==> src/rtl/stall_ctrl.sv <==
// Pipeline stall/flush controller: per-stage stall, bubble and flush enables, deferred flushes, stall watchdog.
// Optional saturating perf counters are built when STALL_PERF_EN is defined.
module stall_ctrl #(
    parameter int                    NUM_STAGES    = 5,
    parameter logic [NUM_STAGES-1:0] PC_STALL_MASK = NUM_STAGES'(2),
    parameter int                    WDOG_W        = 8,
    parameter int                    WDOG_LIMIT    = 200,
    parameter int                    PERF_W        = 32
) (
    input  logic                  clk_i,
    input  logic                  rst_n_i,
    input  logic [NUM_STAGES-1:0] stall_req_i,
    input  logic [NUM_STAGES-1:0] flush_req_i,
    input  logic                  wdog_clr_i,
    output logic [NUM_STAGES-1:0] stall_o,
    output logic [NUM_STAGES-1:0] bubble_o,
    output logic [NUM_STAGES-1:0] flush_o,
    output logic                  stall_active_o,
    output logic                  wdog_timeout_o,
    output logic [PERF_W-1:0]     perf_stall_o,
    output logic [PERF_W-1:0]     perf_flush_o
);

    localparam logic [WDOG_W-1:0] WDOG_LIM = WDOG_W'(WDOG_LIMIT);

    logic [NUM_STAGES-1:0] pend_q;
    logic [NUM_STAGES-1:0] pend_d;
    logic [NUM_STAGES-1:0] issue;
    logic [NUM_STAGES-1:0] kill;
    logic [NUM_STAGES-1:0] req_eff;
    logic [NUM_STAGES-1:0] stall_c;
    logic [NUM_STAGES-1:0] bubble_c;
    logic [NUM_STAGES-1:0] flush_c;
    logic                  active_c;
    logic [WDOG_W-1:0]     wdog_q;
    logic [WDOG_W-1:0]     wdog_d;
    logic                  timeout_q;

    // Walk from WB toward IF: an issuing flush kills every younger stage's stall request.
    always_comb begin : comb_eval
        logic kill_acc;
        logic req_acc;
        kill_acc = 1'b0;
        req_acc  = 1'b0;
        issue    = '0;
        kill     = '0;
        req_eff  = '0;
        stall_c  = '0;
        for (int k = NUM_STAGES - 1; k >= 0; k--) begin
            kill[k]    = kill_acc;
            req_eff[k] = stall_req_i[k] & ~kill_acc;
            req_acc    = req_acc | req_eff[k];
            if (k == 0) begin
                stall_c[0] = |(req_eff & PC_STALL_MASK);
            end else begin
                stall_c[k] = req_acc;
            end
            issue[k] = (flush_req_i[k] | pend_q[k]) & ~stall_c[k];
            kill_acc = kill_acc | issue[k];
        end
        flush_c = kill | issue;
    end

    always_comb begin
        bubble_c = '0;
        for (int k = 1; k < NUM_STAGES; k++) begin
            bubble_c[k] = stall_c[k-1] & ~stall_c[k] & ~flush_c[k];
        end
    end

    assign active_c       = |stall_c;
    assign stall_o        = rst_n_i ? stall_c  : '0;
    assign bubble_o       = rst_n_i ? bubble_c : '0;
    assign flush_o        = rst_n_i ? flush_c  : '0;
    assign stall_active_o = |stall_o;
    assign wdog_timeout_o = timeout_q;

    // A blocked flush is remembered until it issues or an older flush makes it moot.
    assign pend_d = (pend_q | (flush_req_i & stall_c)) & ~issue & ~kill;

    always_ff @(posedge clk_i or negedge rst_n_i) begin
        if (!rst_n_i) begin
            pend_q <= '0;
        end else begin
            pend_q <= pend_d;
        end
    end

    always_comb begin
        wdog_d = '0;
        if (active_c) begin
            wdog_d = (wdog_q == WDOG_LIM) ? wdog_q : wdog_q + 1'b1;
        end
    end

    always_ff @(posedge clk_i or negedge rst_n_i) begin
        if (!rst_n_i) begin
            wdog_q    <= '0;
            timeout_q <= 1'b0;
        end else if (wdog_clr_i) begin
            wdog_q    <= '0;
            timeout_q <= 1'b0;
        end else begin
            wdog_q <= wdog_d;
            if (active_c && (wdog_d == WDOG_LIM)) begin
                timeout_q <= 1'b1;
            end
        end
    end

`ifdef STALL_PERF_EN
    logic [PERF_W-1:0] perf_stall_q;
    logic [PERF_W-1:0] perf_flush_q;

    always_ff @(posedge clk_i or negedge rst_n_i) begin
        if (!rst_n_i) begin
            perf_stall_q <= '0;
            perf_flush_q <= '0;
        end else begin
            if (active_c && (perf_stall_q != '1)) begin
                perf_stall_q <= perf_stall_q + 1'b1;
            end
            if ((|issue) && (perf_flush_q != '1)) begin
                perf_flush_q <= perf_flush_q + 1'b1;
            end
        end
    end

    assign perf_stall_o = perf_stall_q;
    assign perf_flush_o = perf_flush_q;
`else
    assign perf_stall_o = '0;
    assign perf_flush_o = '0;
`endif

endmodule
==> config.mk <==
export PLATFORM = sky130hd
export DESIGN_NAME = stall_ctrl
export DESIGN_NICKNAME = d
export VERILOG_FILES = /design/src/rtl/stall_ctrl.sv
export SDC_FILE = /design/constraint.sdc
export NUM_CORES = 1
export LEC_CHECK = 0
export BUFFER_PORTS_ARGS = -buffer_cell sky130_fd_sc_hd__buf_2
export CORE_UTILIZATION = 29
export DETAILED_ROUTE_END_ITERATION = 8
export PLACE_DENSITY = 0.6
export SLEW_MARGIN = 20
export SYNTH_ARGS = -nofsm -noshare
export SYNTH_HDL_FRONTEND = slang
export SYNTH_SLANG_ARGS = --single-unit
==> constraint.sdc <==
create_clock -name clk_i -period 2.1 [get_ports clk_i]
set_input_delay 0.42 -clock clk_i [delete_from_list [all_inputs] [get_ports clk_i]]
set_output_delay 0.42 -clock clk_i [all_outputs]
set_load 0.05 [all_outputs]
After elaboration in Yosys (flattened, before gate mapping)
Index checks and enable logic that the tools add are counted.
{ "totals": {"in_bits": 13, "regBits": 14} }
{ "classes": {"muxes": 8, "n_bitwise": 46, "eq_ne": 2, "n_reduce_logical": 4, "addsub": 1} }
{ "op_table": {"columns": ["op", "n"], "rows": [
  ["two-way mux 8 bit", 3],
  ["bitwise AND 1 bit", 16],
  ["equality test 8 bit, second input constant", 2],
  ["bitwise AND 5 bit", 3],
  ["two-way mux 5 bit", 3],
  ["inverter 1 bit", 12],
  ["OR 1 bit", 11],
  ["OR reduction 5 bit", 2],
  ["adder 8 x 1 -> 8 bit, second input constant", 1],
  ["inverter 4 -> 5 bit", 1],
  ["inverter 5 bit", 1],
  ["OR 4 x 5 -> 5 bit", 1],
  ["OR 5 bit", 1],
  ["two-way mux 1 bit", 2],
  ["nonzero test 2 bit", 1],
  ["logical AND 1 bit", 1]
]} }

Longest topological paths before layout
Gate-level depths: netlist of run 1.
{ "depth": {"depth_word": 24, "depth_mapped": 6, "ltp_nobuf": 6} }

Worst setup path after synthesis of run 1
No wires, ideal clock.
{ "synth_path": {"kind": "input port to output port", "startpoint": "in flush_req_i[2]", "endpoint": "out stall_active_o", "arrival_time_ns": 2.062, "setup_slack_ns": -0.382, "stages": 3, "n_path_buf": 0, "path_cell_list": "or3b_1 and2_2 nor3_1"} }
{ "synth_between": {"elab_chain_cells": 8} }
{ "synth_lines": {"columns": ["element", "line_no", "rtl"], "rows": [
  ["start: declaration", "13", "input logic [NUM_STAGES-1:0] flush_req_i,"],
  ["OR 1 bit (*)", "58", "issue[k] = (flush_req_i[k] | pend_q[k]) & ~stall_c[k];"],
  ["bitwise AND 1 bit (*)", "58", null],
  ["OR 1 bit (*)", "59", "kill_acc = kill_acc | issue[k];"],
  ["inverter 1 bit (*)", "51", "req_eff[k] = stall_req_i[k] & ~kill_acc;"],
  ["bitwise AND 1 bit (*)", "51", null],
  ["OR 1 bit", "52", "req_acc = req_acc | req_eff[k];"],
  ["two-way mux 5 bit (*)", "72", "assign stall_o = rst_n_i ? stall_c : '0;"],
  ["OR reduction 5 bit (*)", "75", "assign stall_active_o = |stall_o;"],
  ["end: declaration", "18", "output logic stall_active_o,"]
]} }
Every way passes the cells marked *; elsewhere a longest branch is shown, timed or not.

Worst setup path in the final report of run 1
{ "layout_path": {"startpoint": "reg pend_q[4]", "endpoint": "out bubble_o[2]"} }
{ "layout_between": {"elab_chain_cells": 20, "elab_cells_between_ends": 22, "classes_between": "1 x mux; 21 x bitwise"} }
{ "layout_lines": {"columns": ["element", "line_no", "rtl"], "rows": [
  ["start: declaration", "26", "logic [NUM_STAGES-1:0] pend_q;"],
  ["start signal: assignment", "85", "pend_q <= pend_d;"],
  ["OR 1 bit (*)", "58", null],
  ["bitwise AND 1 bit (*)", "58", null],
  ["inverter 1 bit", "51", null],
  ["bitwise AND 1 bit", "51", null],
  ["OR 1 bit", "52", null],
  ["inverter 1 bit", "58", null],
  ["bitwise AND 1 bit", "58", null],
  ["OR 1 bit", "59", null],
  ["[4 not listed]", null, null],
  ["bitwise AND 1 bit", "58", null],
  ["OR 1 bit", "59", null],
  ["inverter 1 bit", "51", null],
  ["bitwise AND 1 bit", "51", null],
  ["OR 1 bit", "52", null],
  ["bitwise AND 1 bit", "67", "bubble_c[k] = stall_c[k-1] & ~stall_c[k] & ~flush_c[k];"],
  ["bitwise AND 1 bit (*)", "67", null],
  ["two-way mux 5 bit (*)", "73", "assign bubble_o = rst_n_i ? bubble_c : '0;"],
  ["end: declaration", "16", "output logic [NUM_STAGES-1:0] bubble_o,"]
]} }
Marks and branches as above.

==> results of run 1 <==
## flip-flops by register name (all words and copies together) (netlist names)
signal	flops
pend_q	5
wdog_q	8
wdog_timeout_o	1
## final cells by class
cell class | count | area [µm²] | area share, %
Sequential cell | 14 | 350 | 21.9
Multi-Input combinational cell | 147 | 858 | 53.6
Inverter | 4 | 15.0 | 0.938
Clock buffer | 3 | 41.3 | 2.58
Tap cell | 54 | 67.6 | 4.22
Timing Repair Buffer | 39 | 268 | 16.7
## worst paths after layout
check                          startpoint             end  slack [ns]
max                             pend_q[4]     bubble_o[2]        0.03
min                               rst_n_i       pend_q[4]        0.14
max reg2reg                     pend_q[2]  wdog_timeout_o        0.23
min reg2reg                     pend_q[0]       pend_q[0]        0.48
max in group asynchronous         rst_n_i       wdog_q[0]        1.79
min in group clk_i         flush_req_i[0]       pend_q[0]        0.42
## layer usage
metal / share of wire, % / routed length [µm]
met5: 0 / 0
met2: 47 / 1130
met4: 0.71 / 17
met1: 46 / 1110
met3: 5.5 / 132
## cell families (layout without fill, tap and decap cells)
group / Yosys count / count (layout) / synth area share [%]
buf+inv: 73 / 46 / 37.1
simple gates: 52 / 52 / 20.8
compound gates: 18 / 18 / 9.57
flops: 14 / 14 / 24.8
xor+xnor: 8 / 8 / 4.96
fa+ha+maj: 2 / 2 / 1.77
other cells: 1 / 66 / 0.266
mux: 1 / 1 / 0.709
## critical path, stage by stage (launching register included)
cell	delay (ns)
dfrtp_1	0.39
nor2_2	0.07
a311o_1	0.39
and2_2	0.21
and3b_1	0.19
buf_6	0.15
## power by group
group	internal (W)	total, W	leakage, nW	switching, W
registers	0.000282	0.000292	0.186	0.0000104
logic	0.0000836	0.000472	0.586	0.000388
clock network	0.000127	0.000215	0.0216	0.0000879
total	0.000492	0.000978	0.793	0.000487
## repair_timing
| item | CTS | global route |
|---|---|---|
| pin swaps | 0 | 2 |
| buffers inserted | 0 | 1 |
| gates resized for setup | 11 | 14 |
| setup endpoints to repair | 7 | 7 |
## stage by stage
step                      util, %  std cells  hold WS [ns]  cell area (µm²)  total power, W
after CTS                    32.9        260         0.134             1540        0.000966
after global routing         34.1        261         0.148             1600         0.00102
final                        34.1        261         0.142             1600        0.000978
after global placement       31.1        257         0.402             1460        0.000736
after floorplan                 -        234         0.124             1680        0.000764
after detailed placement     31.1        257         0.394             1460        0.000736
## placed cells by master (no fill, tap or decap), types with 3 or more instances in the layout
cell,instances
buf_6,6
conb_1,66
nor2_1,14
and2_1,3
inv_1,3
buf_2,19
a21oi_2,4
xor2_1,4
nand3_1,4
nor3_1,5
dfrtp_1,14
xnor2_1,4
nand2_1,3
buf_4,13
clkbuf_8,3
==> flow_results.org, run 1 <==
** Outcome
- The run finished with clean final reports.

** CTS
- CTS max path bufs :: 2
- Hold-fix buffer count after cts :: 0
- Number of buffers added by the clock tree synthesis step :: 3
- Clock tree synthesis selected as its root buffer the cell clkbuf_8.
- The tree built by TritonCTS fans out to 14 sinks.
- Worst-skew pair later-pin latency :: 0.24 ns
- CTS tree :: built
- In this run the number of H-tree levels came out at 1.
- After clock tree synthesis, the clock-pin slew on the worst setup and hold paths is 0.06 ns.

** STA
- Setup slack closes at 0.0325 ns.
- Worst-margin pin slew :: 0.636 ns
- Tmin final :: 2.07 ns
- The worst path uses 98.5% of the clock period.
- The worst pin sits at a relative slew slack of 57.3%.
- Hold violation total from the final report :: 0
- Setup repair after global routing could not meet its margin everywhere.
- Timing would allow up to 0.484 GHz.
- Setup total negative slack on the finished layout was measured at 0 ns.
- Clock Skew :: 0.00300 ns
- Final max-slew violation count :: 0
- Number of failing setup endpoints in the final timing report :: 0

** Global routing
- Global router's overall resource usage :: 8.40%
- The number of global-route vias before repair is 770.
- Global-route wire length before repair :: 3420 µm
- Entering global routing, the biggest net connects 11 pins.
- The initial antenna violation count came to 0.
- After global routing, the most crowded layer is met2.
- Global-route track usage on met3 :: 2.11%
- GR Util met1 :: 12.2%
- Remaining Overflow, GRT :: 0
- Met2 capacity usage during global routing :: 12.5%

** Setup path
- Length in cells of the worst reg-to-reg path :: 5
- The worst setup path is captured at a primary output.
- CP arrival :: 1.65 ns
- For the worst setup path, the data required time is 1.68 ns.
- Critical path fanouts, max :: 3
- The critical path in this run is classified as register to primary output.
- The worst setup path is launched from a register.

** Logic synthesis
- Seq/Total Area, Yosys :: 24.8%
- The biggest area contributor in the post-synthesis netlist is buf_4.
- buf_4 is the most common cell in the netlist.
- Fraction of synthesized cell area taken by the top area cell type :: 35.1%
- Count of flip-flops with a built-in enable after synthesis :: 0
- The Yosys step of the flow raised 0 warnings.
- Mean instance size in the synthesized netlist :: 8.35 µm²
- Synthesis handed over a netlist of 169 instances.
- Most frequently used flop master after synthesis :: dfrtp_1
- Synthesis inferred 14 register bits.
- Async S/R FF share, synth :: 100%
- Post-synth design cell area :: 1410 µm²
- By count the netlist is led by buf_4 (66), nor2_1 (15), dfrtp_1 (14).
- Largest cells by area after synthesis :: buf_4 (35%), dfrtp_1 (25%), nor2_1 (4.0%)
- In this run, distinct cell masters in the synthesized netlist total 40.

** Pwr
- Cell area power density :: 611 nW/µm²
- IR analysis of the VDD net gives a maximum drop of 0.000257 V.
- Pleak :: 0.793 nW

** Finish
- After the last flow step, the layout net total stands at 224.
- The repair_antennas step left the layout with diodes totalling 0.
- Fill cells in the final layout number 483.
- Relative to the synthesized area, the layout overhead comes to 13.4%.
- Of the cells placed in the final design, the portion with a size suffix greater than 1 is 29.0%.

** Die
- Width of the die :: 71.8 µm
- 94 I/O pins were placed.
- The floorplan step defined a die boundary enclosing 5150 µm².
- The core region is 4690 µm².
- After floorplanning, the core was divided into 25 placement rows.
- For this configuration, the core starts out at a cell density of 30.1%.
- Die Y-Extent :: 71.8 µm

** Drt
- Before antenna repair, the detailed router went through 4 iterations.
- Vias after detailed routing :: 1031
- Number of design-rule violations left by the first detailed-router iteration :: 54
- Number of remaining DRC errors :: 0
- The count of nets left with antenna violations once routing finished came out at 0.
- Total wirelength of the detailed-routed design :: 2380 µm
- In the final routed layout, each cell accounts on average for 9.12 µm.
- Via-per-instance ratio :: 3.95

** Job
- Maximum capacitance violations :: 0

** Place
- Placed wire-length estimate after detailed placement :: 1870 µm
- Port Buffers :: 26
- Routability congestion estimate :: 0.812
- Minimum setup slack after placement :: -0.0275 ns

** Worst hold path
- Class of the tightest hold or removal check :: input port to async pin
No activity file was read; power rests on OpenSTA's default activity.
==> inputs of run 2 (changes only) <==
Settings changed: BUFFER_PORTS_ARGS -buffer_cell sky130_fd_sc_hd__buf_2 to default, DONT_BUFFER_PORTS from default to 1, PLACE_DENSITY 0.6 to 0.44.
==> run 2 against run 1 <==
Compared with the run above: count of clock-buffer cells in the layout rose by 1; sequential cell count did not move; first-iteration DRC count fell by 61%; cell count fell by 7.3%; combinational power fell by 4.2%; critical endpoint is now flush_o[0]; power rose by 3.2%.
==> flow_results.org, run 2 (synthesis results as in run 1) <==
** Pwr
- The clock network burns 26.4% of the power.
- Switching power :: 0.000484 W
- For this design the ratio of total power to cell area is 657 nW/µm².
- Sequential Power Share :: 28.8%
- The share of total power dissipated in combinational logic is 44.7%.
- Power Total :: 0.00101 W
- Peak VDD IR :: 0.000203 V
- Internal power summed over all cells :: 0.000525 W
- Pleak :: 0.722 nW
- Switching Share :: 47.9%

** Place
- Port Buffers :: 0
- After detailed placement, the total cell area comes to 1440 µm².
- Routability congestion estimate :: 0.723
- Minimum setup slack after placement :: 0.0715 ns
- After legalization and detailed placement, the total HPWL measured 1940 µm.

** Die
- Floorplan row count :: 25
- The total area inside the core boundary comes to 4690 µm².
- The die is 71.8 µm tall.
- Width of the die :: 71.8 µm
- Starting density of the core :: 30.1%
- Area enclosed by the die boundary :: 5150 µm²
- During I/O placement, the number of pins put on the boundary was 94.

** Global routing
- After global routing the overflow that remains totals 0.
- Global-route wire length before repair :: 3880 µm
- Largest net degree at the start of global routing :: 15
- Antenna violations before repair :: 0
- The number of global-route vias before repair came to 804.
- Global router's overall resource usage :: 9.80%

** Drt
- Once detail routing completed, the nets flagged for antenna violations numbered 0.
- Vias after detailed routing :: 971
- Number of detailed-routing iterations run before antenna repair :: 5
- Number of design-rule violations left by the first detailed-router iteration :: 21
- Average wire per standard cell :: 10.3 µm
- Via-per-instance ratio :: 4.01
- Total wirelength of the detailed-routed design :: 2480 µm
- After detailed routing, the number of remaining DRC violations is 0.

** STA
- Relative slew margins :: 56.5%
- Worst-margin pin slew :: 0.650 ns
- Part of the cycle the worst path needs :: 97.6%
- Hold violation total from the final report :: 0
- Number of failing setup endpoints in the final timing report :: 0
- Hold is met by 0.308 ns.
- Tmin final :: 2.05 ns
- Between clock sinks in the finished design, the worst skew comes to 0.00143 ns.
- Final max-slew violation count :: 0
- Setup repair after global routing missed its margin :: yes
- Setup slack on the critical path of the routed design comes to 0.0505 ns.
- Based on the critical path, the design can be clocked at up to 0.488 GHz.
- Summed negative setup slack over all endpoints :: 0 ns

** Setup path
- For the worst setup path, the data arrival time is 1.63 ns.
- Required time worst endpoint :: 1.68 ns
- Tracing the worst setup path back leads to its startpoint at pend_q[2].
- Start of the worst register-to-register path :: wdog_q[0]
- Critical path fanouts, max :: 4
- STA classifies the critical path startpoint as a register.
- The worst setup path is of the register to primary output kind.
- Worst Setup End Kind :: primary output

** CTS
- Sink Count :: 14
- TritonCTS built the clock tree.
- Number of levels the H-tree was split into :: 1
- At the later pin of the worst-skew pair, clock insertion delay measures 0.24 ns.
- Clock-pin slew was measured on the worst setup and hold paths at 0.06 ns.
- Root buffer selected by CTS :: clkbuf_8
- The clock passes through at most 2 buffers.
- Counting the buffers created by CTS gives 3.

** Finish
- Footprint of the multi-input gates :: 841 µm²
- The library cell used most frequently in the layout, excluding fill and tap cells, is conb_1.
- Area taken by flip-flops and latches :: 350 µm²
- Number of antenna diodes :: 0
- From synthesis to final layout, the design area changed by 8.86%.
- Post-layout nets :: 204
- Number of filler instances in the final layout :: 509
- Cells with a size suffix above 1 make up 21.3% of the layout.
- The top cell types in the final layout, fill and taps aside, are conb_1 (66), nor2_1 (14), dfrtp_1 (14).
- The register with the most flip-flops in the final layout is wdog_q.
- Max FFs per register :: 8
- After routing the design area is 1540 µm².

** Worst hold path
- The worst hold path belongs to the class input port to register.
- Worst hold start :: flush_req_i[0]

** Job
- Maximum capacitance violations :: 0

** Outcome
- Run status :: finished clean
run 2: worst max-delay path, stage by stage (launching register included):
cell and delay, ns:
dfrtp_1 0.38, or3b_1 0.39, and2_4 0.18, o22ai_4 0.13, a31oi_2 0.14, buf_12 0.17
run 2: power groups by stage:
stage                     Clock (W)  Sequential (W)  Combinational (W)
final                      0.000267        0.000291           0.000452
after global routing       0.000289        0.000293           0.000473
after CTS                  0.000274        0.000290           0.000449
after detailed placement          0        0.000294           0.000436
after global placement            0        0.000294           0.000437
after floorplan                   0        0.000292           0.000472
run 2: final timing paths:
| check | end | slack [ns] | cells after the start |
|---|---|---|---|
| setup / recovery | flush_o[0] | 0.05 | 5 |
| hold / removal | pend_q[0] | 0.31 | 1 |
| setup reg to reg | wdog_timeout_o | 0.30 | 7 |
| hold reg to reg | pend_q[0] | 0.50 | 1 |
| max in group asynchronous | wdog_timeout_o | 1.04 | 1 |
| min in group asynchronous | wdog_q[4] | 0.64 | 1 |
run 2: cell type report:
| class | count | area share (%) |
|---|---|---|
| repair buffers | 19 | 13.5 |
| multi-input cells | 147 | 54.7 |
| clock buffers | 4 | 3.58 |
| inverters | 4 | 0.977 |
| well taps | 54 | 4.40 |
| flip-flops and latches | 14 | 22.8 |
run 2: timing repair:
item / in CTS / in global routing
gates resized for setup: 4 / 6
endpoints found under the setup margin: 3 / 5
hold buffers: 1 / 0
pin swaps: 0 / 2
endpoints found under the hold margin: 14 / 0
setup buffers: 0 / 0
run 2: metrics by stage:
step / util (%) / cells
global placement: 30.6 / 237
global route: 32.7 / 242
CTS: 32.4 / 242
finish: 32.7 / 242
floorplan: - / 234
detailed placement: 30.6 / 237
run 2: metal layers:
layer  up-vias  global-route usage [%]  routed length [µm]
met3         2                    3.09                 212
met5         -                       0                   0
met4         0                    5.23                  34
met1       444                    11.8                1080
met2        58                    15.6                1160
li1        467                       -                   -
